**config.mk**
```make
export PLATFORM = sky130hd
export DESIGN_NAME = alu_seq_core
export DESIGN_NICKNAME = d
export VERILOG_FILES = /design/src/rtl/alu_seq_core_pkg.sv /design/src/rtl/alu_seq_core_muldiv.sv /design/src/rtl/alu_seq_core.sv
export SDC_FILE = /design/constraint.sdc
export NUM_CORES = 1
export LEC_CHECK = 0
export BUFFER_PORTS_ARGS = -buffer_cell sky130_fd_sc_hd__buf_2
export CAP_MARGIN = 15
export CORE_ASPECT_RATIO = 2
export CORE_UTILIZATION = 30
export DETAILED_ROUTE_END_ITERATION = 12
export SLEW_MARGIN = 20
export SYNTH_ARGS = -nofsm -noshare
export SYNTH_HDL_FRONTEND = slang
export SYNTH_SLANG_ARGS = --single-unit
```
**constraint.sdc**
```tcl
create_clock -name clk -period 7.7 [get_ports clk]
set_input_delay 0.385 -clock clk [delete_from_list [all_inputs] [get_ports clk]]
set_output_delay 0.385 -clock clk [all_outputs]
set_load 0.01 [all_outputs]
```
**src/rtl/alu_seq_core_pkg.sv**
```systemverilog
// Shared definitions for the sequential signed ALU: opcodes, FSM states,
// iterative-engine modes and small opcode classifiers.
package alu_seq_core_pkg;

  typedef logic [2:0] opcode_t;

  localparam opcode_t OP_ADD = 3'b000;
  localparam opcode_t OP_SUB = 3'b001;
  localparam opcode_t OP_MUL = 3'b010;
  localparam opcode_t OP_DIV = 3'b011;
  localparam opcode_t OP_AND = 3'b100;
  localparam opcode_t OP_OR  = 3'b101;
  localparam opcode_t OP_XOR = 3'b110;
  localparam opcode_t OP_MOD = 3'b111;

  typedef enum logic [1:0] {
    S_IDLE = 2'd0,
    S_RUN  = 2'd1,
    S_FIN  = 2'd2
  } state_e;

  typedef enum logic {
    MD_MUL = 1'b0,
    MD_DIV = 1'b1
  } md_mode_e;

  // Ops that need the WIDTH-step engine.
  function automatic logic is_iter(input opcode_t op);
    return (op == OP_MUL) || (op == OP_DIV) || (op == OP_MOD);
  endfunction

  // Ops that divide (and therefore can hit a zero divisor).
  function automatic logic is_div(input opcode_t op);
    return (op == OP_DIV) || (op == OP_MOD);
  endfunction

endpackage

```
**src/rtl/alu_seq_core_muldiv.sv**
```systemverilog
// WIDTH-step iterative engine on unsigned magnitudes.
//   MD_MUL: radix-2 shift-add, prod_or_quot = a_mag * b_mag (2*WIDTH bits).
//   MD_DIV: restoring divide, prod_or_quot = a_mag / b_mag (zero-extended),
//           rem = a_mag % b_mag.
// Ports: clk, reset (sync, active-high), start (load operands), mode,
//        a_mag, b_mag in; prod_or_quot, rem, step_done (high during the last
//        step cycle) out.
module alu_seq_muldiv
  import alu_seq_core_pkg::*;
#(
  parameter int unsigned WIDTH = 8
) (
  input  logic               clk,
  input  logic               reset,
  input  logic               start,
  input  md_mode_e           mode,
  input  logic [WIDTH-1:0]   a_mag,
  input  logic [WIDTH-1:0]   b_mag,
  output logic [2*WIDTH-1:0] prod_or_quot,
  output logic [WIDTH-1:0]   rem,
  output logic               step_done
);

  localparam int unsigned DW = 2 * WIDTH;
  localparam int unsigned CW = $clog2(WIDTH);

  md_mode_e          mode_q;
  logic              active;
  logic [CW-1:0]     cnt;
  logic [DW-1:0]     acc;     // running product, or zero-extended quotient
  logic [DW-1:0]     mcand;   // multiplicand, shifted left each step
  logic [WIDTH-1:0]  q;       // multiplier (shifts right) or dividend/quotient (shifts left)
  logic [WIDTH-1:0]  r;       // partial remainder, always < divisor
  logic [WIDTH-1:0]  d;       // divisor
  logic [WIDTH:0]    r_sh;
  logic [WIDTH-1:0]  q_div;

  // One restoring-division step: bring in next dividend bit, subtract if it fits.
  always_comb begin
    r_sh  = {r, q[WIDTH-1]};
    q_div = {q[WIDTH-2:0], 1'b0};
    if (r_sh >= {1'b0, d}) begin
      q_div[0] = 1'b1;
    end
  end

  always_ff @(posedge clk) begin
    if (reset) begin
      mode_q    <= MD_MUL;
      active    <= 1'b0;
      cnt       <= '0;
      acc       <= '0;
      mcand     <= '0;
      q         <= '0;
      r         <= '0;
      d         <= '0;
      step_done <= 1'b0;
    end else if (start) begin
      mode_q    <= mode;
      active    <= 1'b1;
      cnt       <= '0;
      acc       <= '0;
      mcand     <= {WIDTH'(0), a_mag};
      q         <= (mode == MD_MUL) ? b_mag : a_mag;
      r         <= '0;
      d         <= b_mag;
      step_done <= 1'b0;
    end else if (active) begin
      cnt       <= cnt + 1'b1;
      step_done <= (cnt == CW'(WIDTH - 2));
      if (cnt == CW'(WIDTH - 1)) begin
        active <= 1'b0;
      end
      if (mode_q == MD_MUL) begin
        if (q[0]) begin
          acc <= acc + mcand;
        end
        mcand <= mcand << 1;
        q     <= q >> 1;
      end else begin
        q   <= q_div;
        acc <= {WIDTH'(0), q_div};
        r   <= q_div[0] ? WIDTH'(r_sh - {1'b0, d}) : r_sh[WIDTH-1:0];
      end
    end
  end

  assign prod_or_quot = acc;
  assign rem          = r;

endmodule

```
**src/rtl/alu_seq_core.sv**
```systemverilog
// Parametrised signed sequential ALU with busy/done handshake and registered
// status flags. Single-cycle ADD/SUB/AND/OR/XOR; WIDTH-step MUL/DIV/MOD.
// Ports: clk, reset (sync, active-high), start, op, in_a, in_b in;
//        result (2*WIDTH signed), done (1-cycle pulse), busy, zero, neg,
//        ovf, dbz out. All outputs are registers.
module alu_seq_core
  import alu_seq_core_pkg::*;
#(
  parameter int unsigned WIDTH = 8
) (
  input  logic               clk,
  input  logic               reset,
  input  logic               start,
  input  logic [2:0]         op,
  input  logic [WIDTH-1:0]   in_a,
  input  logic [WIDTH-1:0]   in_b,
  output logic [2*WIDTH-1:0] result,
  output logic               done,
  output logic               busy,
  output logic               zero,
  output logic               neg,
  output logic               ovf,
  output logic               dbz
);

  localparam int unsigned DW = 2 * WIDTH;

  state_e           state, state_d;
  logic [WIDTH-1:0] a_q, b_q;
  opcode_t          op_q;

  logic             eng_start;
  md_mode_e         eng_mode;
  logic [WIDTH-1:0] a_mag, b_mag;
  logic [DW-1:0]    eng_prod;
  logic [WIDTH-1:0] eng_rem;
  logic             eng_step_done;

  logic             div_zero;
  logic             sgn_q;
  logic [WIDTH:0]   sum_c, dif_c;
  logic [WIDTH-1:0] lgc_c;
  logic [DW-1:0]    res_c;
  logic             ovf_c;
  logic             chk_fit;

  // Engine is loaded straight from the ports on the accept edge.
  assign a_mag     = in_a[WIDTH-1] ? (~in_a + 1'b1) : in_a;
  assign b_mag     = in_b[WIDTH-1] ? (~in_b + 1'b1) : in_b;
  assign eng_mode  = is_div(op) ? MD_DIV : MD_MUL;
  assign eng_start = (state == S_IDLE) && start && is_iter(op)
                     && !(is_div(op) && (in_b == '0));

  alu_seq_muldiv #(.WIDTH(WIDTH)) u_muldiv (
    .clk          (clk),
    .reset        (reset),
    .start        (eng_start),
    .mode         (eng_mode),
    .a_mag        (a_mag),
    .b_mag        (b_mag),
    .prod_or_quot (eng_prod),
    .rem          (eng_rem),
    .step_done    (eng_step_done)
  );

  assign div_zero = is_div(op_q) && (b_q == '0);
  assign sgn_q    = a_q[WIDTH-1] ^ b_q[WIDTH-1];

  // State register.
  always_ff @(posedge clk) begin
    if (reset) state <= S_IDLE;
    else       state <= state_d;
  end

  // Next-state logic.
  always_comb begin
    state_d = state;
    unique case (state)
      S_IDLE: if (start) state_d = S_RUN;
      S_RUN:  if (!is_iter(op_q) || div_zero || eng_step_done) state_d = S_FIN;
      S_FIN:  state_d = S_IDLE;
      default: state_d = S_IDLE;
    endcase
  end

  // Result selection, sign fix-up and overflow from the latched operands.
  always_comb begin
    sum_c   = {a_q[WIDTH-1], a_q} + {b_q[WIDTH-1], b_q};
    dif_c   = {a_q[WIDTH-1], a_q} - {b_q[WIDTH-1], b_q};
    lgc_c   = '0;
    res_c   = '0;
    ovf_c   = 1'b0;
    chk_fit = 1'b0;
    unique case (op_q)
      OP_ADD: begin
        res_c = {{(WIDTH-1){sum_c[WIDTH]}}, sum_c};
        ovf_c = sum_c[WIDTH] ^ sum_c[WIDTH-1];
      end
      OP_SUB: begin
        res_c = {{(WIDTH-1){dif_c[WIDTH]}}, dif_c};
        ovf_c = dif_c[WIDTH] ^ dif_c[WIDTH-1];
      end
      OP_AND, OP_OR, OP_XOR: begin
        lgc_c = (op_q == OP_AND) ? (a_q & b_q) :
                (op_q == OP_OR)  ? (a_q | b_q) : (a_q ^ b_q);
        res_c = {{WIDTH{lgc_c[WIDTH-1]}}, lgc_c};
      end
      OP_MUL, OP_DIV: begin
        res_c   = sgn_q ? (~eng_prod + 1'b1) : eng_prod;
        chk_fit = 1'b1;
      end
      OP_MOD: begin
        res_c = a_q[WIDTH-1] ? (~{WIDTH'(0), eng_rem} + 1'b1) : {WIDTH'(0), eng_rem};
      end
      default: res_c = '0;
    endcase
    // Representable in WIDTH signed bits iff the top WIDTH+1 bits are all equal.
    if (chk_fit) begin
      ovf_c = ~((&res_c[DW-1:WIDTH-1]) | ~(|res_c[DW-1:WIDTH-1]));
    end
    if (div_zero) begin
      res_c = '0;
      ovf_c = 1'b0;
    end
  end

  // Operand latch, handshake and result/flag registers.
  always_ff @(posedge clk) begin
    if (reset) begin
      a_q    <= '0;
      b_q    <= '0;
      op_q   <= OP_ADD;
      result <= '0;
      done   <= 1'b0;
      busy   <= 1'b0;
      zero   <= 1'b0;
      neg    <= 1'b0;
      ovf    <= 1'b0;
      dbz    <= 1'b0;
    end else begin
      done <= 1'b0;
      unique case (state)
        S_IDLE: begin
          if (start) begin
            a_q  <= in_a;
            b_q  <= in_b;
            op_q <= op;
            busy <= 1'b1;
          end
        end
        S_RUN: begin
          if (state_d == S_FIN) busy <= 1'b0;
        end
        S_FIN: begin
          result <= res_c;
          zero   <= (res_c == '0);
          neg    <= res_c[DW-1];
          ovf    <= ovf_c;
          dbz    <= div_zero;
          done   <= 1'b1;
        end
        default: ;
      endcase
    end
  end

endmodule

```
# ---- Word-level counts from Yosys, hierarchy flattened
# Cells that the tools add are included.
dict set report classes {
  mux 34
  n_shift 0
  n_eq_ne 18
  mul 0
  add_sub_neg 9
  n_lt_le_gt_ge 1
  n_bitwise 14
  reduce_logical 34
  div 0
}
# cell n
set ops {}
lappend ops {{8-bit two-way mux} 12}
lappend ops {{16-bit two-way mux} 5}
lappend ops {{16-bit one-hot mux with 5 select lines} 1}
lappend ops {{16-bit by 1-bit adder with 16-bit output, second input constant} 2}
lappend ops {{3-bit equality test, second input constant} 7}
lappend ops {{16-bit adder} 1}
lappend ops {{8-bit by 1-bit adder with 8-bit output, second input constant} 2}
lappend ops {{16-bit zero test} 1}
lappend ops {{8-bit zero test} 2}
lappend ops {{16-bit inverter} 1}
lappend ops {{8-bit inverter with 16-bit output} 1}
lappend ops {{8-bit inverter} 2}
lappend ops {{3-bit by 2-bit equality test with 1-bit output, second input constant} 4}
lappend ops {{1-bit two-way mux} 11}
lappend ops {{2-bit AND reduction} 5}
lappend ops {{8-bit by 8-bit adder with 9-bit output} 1}
lappend ops {{9-bit by 8-bit greater-or-equal comparator with 1-bit output} 1}
lappend ops {{9-bit AND reduction} 1}
lappend ops {{9-bit OR reduction} 1}
lappend ops {{8-bit by 8-bit subtractor with 9-bit output} 1}
lappend ops {{8-bit bitwise AND} 1}
lappend ops {{1-bit logical OR} 8}
lappend ops {{8-bit OR} 1}
lappend ops {{8-bit subtractor} 1}
lappend ops {{20 further kinds} 37}
dict set report word_totals {
  ram_bits 0
  latch_bits 0
  rom_bits 0
  regBits 105
  memories 0
  inputBits 22
  output_inout_bits 22
  elab_cells 131
}

# ---- Longest topological paths before layout
dict set report logic_depth {
  ltp_word 11
  ltp_mapped 12
  ltp_nobuf 11
}

# ---- Modules after synthesis
# A second synthesis with hierarchy kept.
dict set report unflattened {
  hier_cells 989
  area_unflattened_um2 7709.9
}
# module cells_per_inst area_per_inst_um2 seq_area_each_um2 n_inst
set by_module_without_submodules {}
lappend by_module_without_submodules {alu_seq_core 538 3997.6 840.8 1}
lappend by_module_without_submodules {alu_seq_muldiv 451 3712.3 1241.2 1}

# ---- Worst setup path after synthesis
# Ideal clock, no wire load.
dict set report synth_path {
  path_type {register to register}
  from {reg a_q[7]}
  to {reg zero}
  required_time_ns 7.641
  setup_slack_ns 4.615
  stages_incl_launch_ff 13
  synth_period_minus_slack_ns 3.085
  setup_time_ns 0.059
  path_buffers 3
  arrival_time_ns 3.025
  cell_sequence {dfxtp_1 -> clkbuf_1 -> inv_1 -> ha_1 -> clkbuf_1 -> clkbuf_1 -> o31ai_1 -> xor2_1 -> a211oi_1 -> a31o_2 -> or4_1 -> a2111oi_0 -> a22o_1}
}
dict set report synth_via {
  elab_chain_cells 6
  elab_cells_between_ends 13
  classes_between {2 x add/sub; 6 x mux; 4 x bitwise; 1 x reduce/logical}
}
# element line
set synth_lines {}
lappend synth_lines {{start: declaration} alu_seq_core.sv:29} ;# logic [WIDTH-1:0] a_q, b_q;
lappend synth_lines {{start signal: assignment} alu_seq_core.sv:145} ;# a_q <= in_a;
lappend synth_lines {{branches (longest 3 deep; another with 8-bit by 8-bit subtractor with 9-bit output)} -}
lappend synth_lines {{16-bit one-hot mux with 5 select lines *} alu_seq_core.sv:94} ;# unique case (op_q)
lappend synth_lines {{16-bit two-way mux *} alu_seq_core.sv:121} ;# if (div_zero) begin
lappend synth_lines {{16-bit zero test *} alu_seq_core.sv:156} ;# zero <= (res_c == '0);
lappend synth_lines {{end signal: assignment} alu_seq_core.sv:156}
lappend synth_lines {{end: declaration} alu_seq_core.sv:20} ;# output logic zero,
# Mark *: on every way between the ends.
# A chain may end at the register's enable or synchronous reset.

# ---- Worst setup path after layout
# Ends and elaborated chain as after synthesis.

==> impl_metrics.prom <==
# TYPE chip_impl_metric gauge
chip_impl_metric{name="cts_post_setup_buffers_inserted",unit=""} 0
chip_impl_metric{name="synth_cell_type_count",unit=""} 69
chip_impl_metric{name="drcViolationCount",unit=""} 0
chip_impl_metric{name="overflow",unit=""} 0
chip_impl_metric{name="power_density",unit="nW/um^2"} 172
chip_impl_metric{name="clk_path_buf_depth",unit=""} 2
chip_impl_info{name="kind_of_start_point_of_the_critical_path",value="register"} 1
chip_impl_metric{name="dp_hpwl",unit="mm"} 19.2
chip_impl_metric{name="grt_start_max_net_pins",unit=""} 65
chip_impl_metric{name="dieWidth",unit="um"} 113
chip_impl_metric{name="area_growth_syn_to_layout",unit="%"} 10.1
chip_impl_info{name="most_repeated_cell_in_the_gate_level_netlist_after_synthesis",value="nand2_1"} 1
chip_impl_metric{name="drt_wl_total",unit="mm"} 24.2
chip_impl_info{name="type_of_the_tightest_min_delay_check",value="input port to register"} 1
chip_impl_metric{name="routabilityCongestion",unit=""} 0.926
chip_impl_metric{name="postSynth.asyncResetShare",unit="%"} 0
chip_impl_metric{name="port_buffers",unit=""} 43
chip_impl_metric{name="drt-initial-drc-count",unit=""} 302
chip_impl_metric{name="ys.warnings.count",unit=""} 0
chip_impl_metric{name="avgSynthCellArea",unit="um^2"} 7.51
chip_impl_metric{name="worst_skew_pair.late_latency",unit="ns"} 0.37
chip_impl_metric{name="initial_antenna_violation_count",unit=""} 0
chip_impl_metric{name="yosysTopAreaCellShare",unit="%"} 28.1
chip_impl_metric{name="num_vias",unit=""} 7200
chip_impl_metric{name="post-route-min-period",unit="ns"} 3.50
chip_impl_metric{name="critical_path_required",unit="ns"} 8.02
chip_impl_metric{name="grt_pass1_wl",unit="mm"} 37.7
chip_impl_metric{name="synthesis.nets",unit=""} 1069
chip_impl_metric{name="sum_of_negative_setup_slack",unit="ns"} 0
chip_impl_metric{name="fin_worst_hold_slack",unit="ns"} 0.267
chip_impl_metric{name="place_inst",unit=""} 1276
chip_impl_metric{name="cts-resized-gates",unit=""} 0
chip_impl_metric{name="drv_cap",unit=""} 0
chip_impl_metric{name="worst_ep_arrival_time",unit="ns"} 3.82
chip_impl_metric{name="syn_area",unit="um^2"} 7420
chip_impl_metric{name="fp.dieArea",unit="um^2"} 25400
chip_impl_metric{name="cts.reportedPaths.clkPinSlew",unit="ns"} 0.08
chip_impl_info{name="tritoncts",value="yes"} 1
chip_impl_metric{name="floorplan.die.height",unit="um"} 224
chip_impl_metric{name="routed_via_density",unit=""} 5.57
chip_impl_metric{name="clkSinkCount",unit=""} 104
chip_impl_metric{name="initial_utilization",unit="%"} 30.5
chip_impl_metric{name="synthesis.instances",unit=""} 988
chip_impl_info{name="clock_tree_root_buffer_cell",value="clkbuf_16"} 1
chip_impl_metric{name="min_period_over_period",unit="%"} 45.4
chip_impl_info{name="run_status",value="complete, no violations"} 1
chip_impl_metric{name="max_freq",unit="GHz"} 0.286
chip_impl_metric{name="postCtsHoldBufs",unit=""} 0
chip_impl_metric{name="layoutNonFillerInstCount",unit=""} 1292
chip_impl_metric{name="synth-seq-cells",unit=""} 104
chip_impl_metric{name="h-tree-depth",unit=""} 3
chip_impl_metric{name="detailed_place.area",unit="um^2"} 7870
chip_impl_metric{name="final_layout_size_suffix_gt1_share",unit="%"} 8.38
chip_impl_metric{name="clock_buffers_created_by_tritoncts",unit=""} 9
chip_impl_metric{name="worst_clock_skew_on_the_final_layout",unit="ns"} 0.0103
chip_impl_metric{name="power.total",unit="mW"} 1.41
chip_impl_metric{name="dr.pass1.iters",unit=""} 5
chip_impl_metric{name="synth_sequential_area_ratio",unit="%"} 28.1
chip_impl_metric{name="grt_pass1_vias",unit=""} 7151
chip_impl_metric{name="post-place-ws",unit="ns"} 4.23
chip_impl_info{name="yosys-top-cells-count",value="nand2_1, dfxtp_1, nor2_1, a21oi_1, ha_1"} 1
chip_impl_info{name="rsz0062_at_grt",value="false"} 1
chip_impl_metric{name="critPathMaxFanout",unit=""} 17
chip_impl_metric{name="worstMarginPinSlew",unit="ns"} 0.992
chip_impl_info{name="worst-setup-path-type",value="register to register"} 1
chip_impl_metric{name="worst_slack",unit="ns"} 4.20
chip_impl_metric{name="peakVddDrop",unit="uV"} 97.7
chip_impl_metric{name="avgRoutedWirePerCell",unit="um"} 18.7
chip_impl_metric{name="postRouteAntennaNets",unit=""} 0
chip_impl_metric{name="power_leakage",unit="nW"} 3.14
chip_impl_metric{name="num_io_pins",unit=""} 44
chip_impl_metric{name="core_area",unit="um^2"} 24300
chip_impl_metric{name="report.final.slew_viol_count",unit=""} 0
chip_impl_metric{name="finalHoldViolations",unit=""} 0
chip_impl_metric{name="final_layout_net_count",unit=""} 1078
chip_impl_metric{name="finish.utilization",unit="%"} 33.6
chip_impl_metric{name="grtUsageTotal",unit="%"} 19.5
chip_impl_info{name="synth_largest_area_cell",value="dfxtp_1"} 1
chip_impl_metric{name="placement_row_count",unit=""} 81
chip_impl_info{name="netlist_top_cells_area",value="dfxtp_1, ha_1, nand2_1"} 1
chip_impl_info{name="cp-end-kind",value="register"} 1
chip_impl_metric{name="antenna_cells",unit=""} 0
chip_impl_metric{name="synth-edff-count",unit=""} 0
chip_impl_metric{name="final_design_area_no_fill",unit="um^2"} 8170
chip_impl_metric{name="finalSetupViolations",unit=""} 0
chip_impl_metric{name="max-slew-margin-rel",unit="%"} 33.8
chip_impl_info{name="synth-main-ff-cell",value="dfxtp_1"} 1
==> layout make-up <==
cell class	count	area [um^2]
clock buffer	10	229
fill	2563	16200
clock inverter	6	72.6
tap	290	363
sequential	104	2080
multi-input combinational	777	4940
timing repair buffer	54	298
inverter	51	191
==> sequential cells by signal, summed over array words and instances (netlist names), 2 cells and up <==
register / count
a_q: 8
b_q: 8
op_q: 3
result: 16
state: 2
u_muldiv.cnt: 3
u_muldiv.d: 8
u_muldiv.mcand: 16
u_muldiv.prod_or_quot: 16
u_muldiv.q: 8
u_muldiv.rem: 8
==> layout by cell type, fill, tap and decap left out, types with 7 or more instances in the layout <==
cell,Yosys,final
a21oi_1,85,85
buf_4,1,11
a31oi_1,10,10
and2_1,7,7
or4_1,10,10
nand3_1,13,13
ha_1,55,55
nor2_1,86,86
buf_2,4,43
nand2b_1,11,11
inv_1,50,50
nor3_1,20,20
a211oi_1,22,22
nor2b_1,15,15
xnor2_1,24,24
o21bai_1,7,7
mux2i_1,20,20
o211ai_1,18,18
xor2_1,26,26
o31ai_1,16,16
dfxtp_1,104,104
o21ai_0,46,46
nor4_1,7,7
clkbuf_16,0,9
nand2_1,164,164
or3_1,9,9
a311oi_1,11,11
==> layer usage <==
| layer | global-route usage [%] | vias up | routed length [um] |
|---|---|---|---|
| met4 | 17.5 | 0 | 2160 |
| met1 | 16.8 | 3408 | 7870 |
| li1 | - | 3538 | - |
| met5 | 0 | - | 0 |
| met2 | 38.4 | 169 | 13600 |
| met3 | 2.02 | 85 | 516 |
==> logic make-up (layout without fill, tap and decap cells) <==
| family | after synthesis | after routing | synth area share, % |
|---|---|---|---|
| buffers and inverters | 107 | 121 | 5.53 |
| AO/OA/AOI/OAI | 281 | 281 | 24.9 |
| adder cells (fa/ha/maj) | 59 | 59 | 10.4 |
| multiplexers | 22 | 22 | 3.00 |
| flip-flops | 104 | 104 | 28.1 |
| XOR/XNOR | 50 | 50 | 5.90 |
| AND/OR/NAND/NOR | 365 | 365 | 22.3 |
==> critical path, cell delays in order, from the launching register on <==
cell and delay, ns:
dfxtp_1 0.53, inv_1 0.14, ha_1 0.68, clkinv_1 0.42, a21oi_1 0.25, xor2_1 0.09, a2bb2oi_1 0.14, a31oi_1 0.11
or4_1 0.54, a2111oi_0 0.36, a22o_1 0.18
==> worst paths after layout <==
path / from / to / slack (ns) / cells past startpoint
max: a_q[7]$_SDFFE_PP0P_ / zero$_SDFFE_PP0P_ / 4.20 / 10
min: op[2] / op_q[2]$_SDFFE_PP0P_ / 0.27 / 3
max reg2reg: a_q[7]$_SDFFE_PP0P_ / zero$_SDFFE_PP0P_ / 4.20 / 10
min reg2reg: dbz$_SDFFE_PP0P_ / dbz$_SDFFE_PP0P_ / 0.46 / 2
==> report_power, final <==
group / total, mW / switching, mW / internal, mW
combinational: 0.325 / 0.202 / 0.123
clock: 0.490 / 0.233 / 0.257
sequential: 0.592 / 0.0320 / 0.560
total: 1.41 / 0.467 / 0.940
Note: power is estimated with default switching activity, not from simulation.
